**src/rtl/score_bcd_accumulator_pkg.sv**
```systemverilog
// Shared state encoding, BCD constants and point clamping for the score accumulator.
package score_bcd_accumulator_pkg;

   typedef enum logic [2:0] {
      ST_IDLE = 3'd0,
      ST_D0   = 3'd1,
      ST_D1   = 3'd2,
      ST_D2   = 3'd3,
      ST_D3   = 3'd4,
      ST_HS   = 3'd5
   } state_e;

   // [3] = thousands ... [0] = ones
   typedef logic [3:0][3:0] bcd_score_t;

   localparam logic [3:0] BCD_DIGIT_MAX  = 4'd9;
   localparam bcd_score_t BCD_SCORE_MAX  = 16'h9999;
   localparam bcd_score_t BCD_SCORE_ZERO = 16'h0000;

   function automatic logic [3:0] clamp_points(input logic [3:0] pts);
      return (pts > BCD_DIGIT_MAX) ? BCD_DIGIT_MAX : pts;
   endfunction

endpackage

```
**src/rtl/score_bcd_accumulator_digit_add.sv**
```systemverilog
// Single BCD digit adder: digit (0..9) plus carry-in (0..9) giving a BCD digit and carry-out.
module score_bcd_accumulator_digit_add (
   input  logic [3:0] digit_i,
   input  logic [3:0] carry_i,
   output logic [3:0] sum_o,
   output logic       carry_o
);

   logic [4:0] raw;

   always_comb begin
      raw = {1'b0, digit_i} + {1'b0, carry_i};
      if (raw >= 5'd10) begin
         sum_o   = 4'(raw - 5'd10);
         carry_o = 1'b1;
      end else begin
         sum_o   = raw[3:0];
         carry_o = 1'b0;
      end
   end

endmodule

```
**src/rtl/score_bcd_accumulator.sv**
```systemverilog
// Four-digit BCD score accumulator with high-score tracking; one digit is added per cycle
// through a shared digit adder and the result is committed to the display atomically.
//
// state   | meaning
// --------+---------------------------------------------------------------
// IDLE    | ready for an add request
// D0..D3  | add carry into working digit n (D3 also commits the score)
// HS      | compare committed score against high score, update if larger
module score_bcd_accumulator
   import score_bcd_accumulator_pkg::*;
#(
   parameter bit SATURATE = 1'b1
) (
   input  logic       clk_sys_i,
   input  logic       rst_b_i,
   input  logic       clear_i,
   input  logic       add_valid_i,
   input  logic [3:0] add_points_i,
   output logic       add_ready_o,
   output logic [3:0] score_thousands_o,
   output logic [3:0] score_hundreds_o,
   output logic [3:0] score_tens_o,
   output logic [3:0] score_ones_o,
   output logic [3:0] high_thousands_o,
   output logic [3:0] high_hundreds_o,
   output logic [3:0] high_tens_o,
   output logic [3:0] high_ones_o,
   output logic       new_high_o,
   output logic       saturated_o
);

   state_e     state_q;
   bcd_score_t work_q;
   bcd_score_t score_q;
   bcd_score_t high_q;
   logic [3:0] carry_q;
   logic       sat_q;
   logic       new_high_q;
   logic       ready_q;

   logic [1:0] digit_idx;
   logic [3:0] sum_w;
   logic       carry_w;
   logic       high_beaten;

   always_comb begin
      digit_idx = 2'd0;
      case (state_q)
         ST_D1:   digit_idx = 2'd1;
         ST_D2:   digit_idx = 2'd2;
         ST_D3:   digit_idx = 2'd3;
         default: digit_idx = 2'd0;
      endcase
   end

   score_bcd_accumulator_digit_add u_digit_add (
      .digit_i (work_q[digit_idx]),
      .carry_i (carry_q),
      .sum_o   (sum_w),
      .carry_o (carry_w)
   );

   // Packed BCD digits order the same way as the numbers they encode.
   assign high_beaten = (score_q > high_q);

   always_ff @(posedge clk_sys_i) begin
      if (!rst_b_i) begin
         state_q    <= ST_IDLE;
         work_q     <= BCD_SCORE_ZERO;
         score_q    <= BCD_SCORE_ZERO;
         high_q     <= BCD_SCORE_ZERO;
         carry_q    <= 4'd0;
         sat_q      <= 1'b0;
         new_high_q <= 1'b0;
         ready_q    <= 1'b1;
      end else if (clear_i) begin
         state_q    <= ST_IDLE;
         work_q     <= BCD_SCORE_ZERO;
         score_q    <= BCD_SCORE_ZERO;
         carry_q    <= 4'd0;
         sat_q      <= 1'b0;
         new_high_q <= 1'b0;
         ready_q    <= 1'b1;
      end else begin
         new_high_q <= 1'b0;
         case (state_q)
            ST_IDLE: begin
               if (add_valid_i) begin
                  work_q  <= score_q;
                  carry_q <= clamp_points(add_points_i);
                  state_q <= ST_D0;
                  ready_q <= 1'b0;
               end
            end
            ST_D0, ST_D1, ST_D2: begin
               work_q[digit_idx] <= sum_w;
               carry_q           <= {3'b000, carry_w};
               state_q           <= state_e'(state_q + 3'd1);
            end
            ST_D3: begin
               work_q[3] <= sum_w;
               carry_q   <= 4'd0;
               if (carry_w) begin
                  sat_q   <= 1'b1;
                  score_q <= SATURATE ? BCD_SCORE_MAX : {sum_w, work_q[2], work_q[1], work_q[0]};
               end else begin
                  score_q <= {sum_w, work_q[2], work_q[1], work_q[0]};
               end
               state_q <= ST_HS;
            end
            ST_HS: begin
               if (high_beaten) begin
                  high_q     <= score_q;
                  new_high_q <= 1'b1;
               end
               state_q <= ST_IDLE;
               ready_q <= 1'b1;
            end
            default: begin
               state_q <= ST_IDLE;
               ready_q <= 1'b1;
            end
         endcase
      end
   end

   assign add_ready_o       = ready_q;
   assign score_thousands_o = score_q[3];
   assign score_hundreds_o  = score_q[2];
   assign score_tens_o      = score_q[1];
   assign score_ones_o      = score_q[0];
   assign high_thousands_o  = high_q[3];
   assign high_hundreds_o   = high_q[2];
   assign high_tens_o       = high_q[1];
   assign high_ones_o       = high_q[0];
   assign new_high_o        = new_high_q;
   assign saturated_o       = sat_q;

endmodule
```
**config.mk**
```make
export PLATFORM = sky130hd
export DESIGN_NAME = score_bcd_accumulator
export DESIGN_NICKNAME = d
export VERILOG_FILES = /design/src/rtl/score_bcd_accumulator_pkg.sv /design/src/rtl/score_bcd_accumulator_digit_add.sv /design/src/rtl/score_bcd_accumulator.sv
export SDC_FILE = /design/constraint.sdc
export NUM_CORES = 1
export LEC_CHECK = 0
export CORE_ASPECT_RATIO = 0.7
export CORE_UTILIZATION = 49
export DETAILED_ROUTE_END_ITERATION = 8
export DONT_BUFFER_PORTS = 1
export GPL_TIMING_DRIVEN = 1
export PLACE_DENSITY_LB_ADDON = 0.25
export SLEW_MARGIN = 0
export SYNTH_ARGS = -nofsm -noshare
export SYNTH_HDL_FRONTEND = slang
export SYNTH_SLANG_ARGS = --single-unit
```
**constraint.sdc**
```tcl
create_clock -name clk_sys_i -period 4.8 [get_ports clk_sys_i]
set_input_delay 0.48 -clock clk_sys_i [delete_from_list [all_inputs] [get_ports clk_sys_i]]
set_output_delay 0.48 -clock clk_sys_i [all_outputs]
set_load 0.02 [all_outputs]
```
==> metrics <==
slew margin rel. 15.26%; Core Region 0.006366 mm^2; CP Buf/Inv Count 3; CTS Buffer Depth 2; register area share after synthesis 34.99%; Die Y 70.85 um; Tmin final 4.367 ns; Netlist cell types 62; number of synthesis warnings 0; Synth Cell Area 0.003318 mm^2; cts hold-fix bufs 0; final worst-path cycle share 90.98%; crit path max fanout 14; Final Util 55.72%; Buffers on Ports 0; flop-to-flop setup slack 0.43 ns; CP endpoint kind register; PD cells 308.3 mW/mm^2; WP data required 5.04 ns; worst-path cell chain inv_1 > ha_1 > and2_2 > a31oi_2 > nor2_1 > nor3_1 > fa_1 > xor2_2 > inv_1 > ha_1 > o21ai_1 > a21o_1 > inv_1 > ha_1 > nor2_1 > a21oi_1 > a211oi_1; Critical R2R Capture work_q[1]; worst hold path class input port to register; WHS Endpoint high_hundreds_o[1]; setup TNS 0 ns; status finished clean; pre-CTS WS 0.4277 ns; Avg Cell Area, Syn 8.213 um^2; Initial DRT Pass Iterations 5; area growth from synthesis to layout 6.900%; first-pass GRT wire length 13.61 mm; CTS tree done; Post-synth EDFFs 0; Fin. Hold Viols 0; largest net degree at the start of global routing 36; Root Buffer clkbuf_8; setup violators final 0; Row Count 24; met3 GRT Util 8.893%; 1st-iter DRT viols 252; area leader, netlist dfxtp_1; met2 Usage GRT 35.24%; Crit-path slowest cell a31oi_2; Routed Antenna Nets 0; Final HPWL DP 6.362 mm; Fin Clk Skew 0.01003 ns; VDD IR-drop max 0.1525 mV; Initial Utilization 52.12%; total die area 0.007110 mm^2; synthesized net count 441; worst setup margin 0.4332 ns; Vias per Instance 5.939; vias in the first global route 2703; Reg2Reg Depth 17; initial antenna violation count 0; CP Launch Type register; Die Span X 100.4 um; maximum clock rate 0.2290 GHz; Leakage 1.332 nW; main flop type after synthesis dfxtp_1; GPL Wtd Cong 0.9886; H-tree levels 3; Critical path origin state_q[0]; Congestion Overflow GR 0; Async SR Flop Fraction 0%; n_diodes 0; WL per Instance 17.28 um; Max Cap Violations 0; Worst EP arrival 4.61 ns; Worst Setup Path Type register to register; gr busiest metal met1; clock sink total 58; Tot GR Track Use 25.21%; final count of pins violating max slew 0; FF-to-FF Start state_q[0]; Total Wirelength 8.518 mm; Post-CTS Setup Inserts 0; IO Pins 43; Worst path max stage delay 0.41 ns; Cells on Worst Hold Path 2; share of cells above drive strength 1 7.960%; Clk pin slew, worst setup/hold paths 0.07 ns; dpl cell area 0.003319 mm^2; Nets 434; count leader, synth dfxtp_1; cell family with most CP delay adder cells; synth top area cells dfxtp_1 (35%), ha_1 (11%), nand2_1 (4.9%); fin area 0.003547 mm^2; Post-synth top cells dfxtp_1 (58), nand2_1 (43), nor2_1 (40), ha_1 (28); cell count after synthesis 404; Clock Latency Late Sink 0.34 ns; min-delay src rst_b_i; cts repair resizes 0; drt drc 0; vias 2928; Slew @ Worst Pin 1.269 ns; RSZ-0062 raised after global routing no; share of the synthesized area in the top cell type 34.99%; TritonCTS buffer count 9; post-synthesis register bit count 58; met1 usage 36.29%
-- cell type report --
cell class | instances | area, um^2
clock buffers | 10 | 137.6
inverters | 26 | 97.59
fillers | 594 | 2819
well taps | 91 | 113.9
flip-flops and latches | 58 | 1161
multi-input cells | 302 | 1948
clock inverters | 6 | 88.84
-- cell families after synthesis --
family	Yosys count	synth area share, %
mux	1	0.3017
simple gates	142	19.80
buf+inv	44	6.334
fa+ha+maj	29	11.16
xor+xnor	4	1.282
compound gates	126	26.13
flops	58	34.99
-- worst max-delay path by stage --
stage | to | slack, ns | depth (start not counted)
after floorplan | work_q[1] | 1.23 | 19
after global placement | work_q[9] | 0.66 | 18
after detailed placement | work_q[9] | 0.43 | 18
after CTS | work_q[9] | 0.39 | 18
after global routing | work_q[1] | 0.06 | 17
final | work_q[1] | 0.43 | 17
-- worst register-to-register path, stage by stage (launching register included) --
cell	delay, ns
dfxtp_1	0.37
inv_1	0.10
ha_1	0.33
and2_2	0.36
a31oi_2	0.41
nor2_1	0.07
nor3_1	0.34
fa_1	0.32
xor2_2	0.24
inv_1	0.10
ha_1	0.27
o21ai_1	0.10
a21o_1	0.34
inv_1	0.12
ha_1	0.38
nor2_1	0.13
a21oi_1	0.05
a211oi_1	0.24
-- placed cells by master, fill, tap and decap left out, types with 6 or more instances in the layout --
master / n
ha_1: 28
a22o_1: 6
nor3_1: 12
a211oi_1: 6
nor2_1: 40
nand3_1: 25
o21ai_0: 19
a21oi_1: 20
clkbuf_8: 10
dfxtp_1: 58
nand2_1: 43
o21ai_1: 22
inv_1: 25
a22oi_1: 8
-- registers in the layout, indices dropped and copies added, names as in the netlist --
register,flops
work_q,16
carry_q,4
high_hundreds_o,4
high_ones_o,4
high_tens_o,4
high_thousands_o,4
score_hundreds_o,4
score_ones_o,4
score_tens_o,4
score_thousands_o,4
state_q,3
add_ready_o,1
new_high_o,1
saturated_o,1
-- power by group --
group | switching (W) | internal [W]
Combinational | 0.0000594 | 0.0000281
Clock | 0.000207 | 0.000307
Sequential | 0.00000533 | 0.000487
-- per-stage QoR --
stage | std cells | power [W] | hold WS [ns]
4_1_cts | 493 | 0.001099 | 0.2623
3_5_place_dp | 477 | 0.0005872 | 0.4894
2_1_floorplan | 404 | 0.0005726 | 0.4515
6_report | 493 | 0.001094 | 0.2716
5_1_grt | 493 | 0.001132 | 0.2586
3_3_place_gp | 477 | 0.0005856 | 0.4776
-- routing by layer --
metal  up-vias  part of all wire (%)
met5         -                     0
met3         9                   9.6
li1       1440                     -
met1      1351                    48
met4         0                  0.94
met2       128                    41
Power figures use the tool's default switching activity.
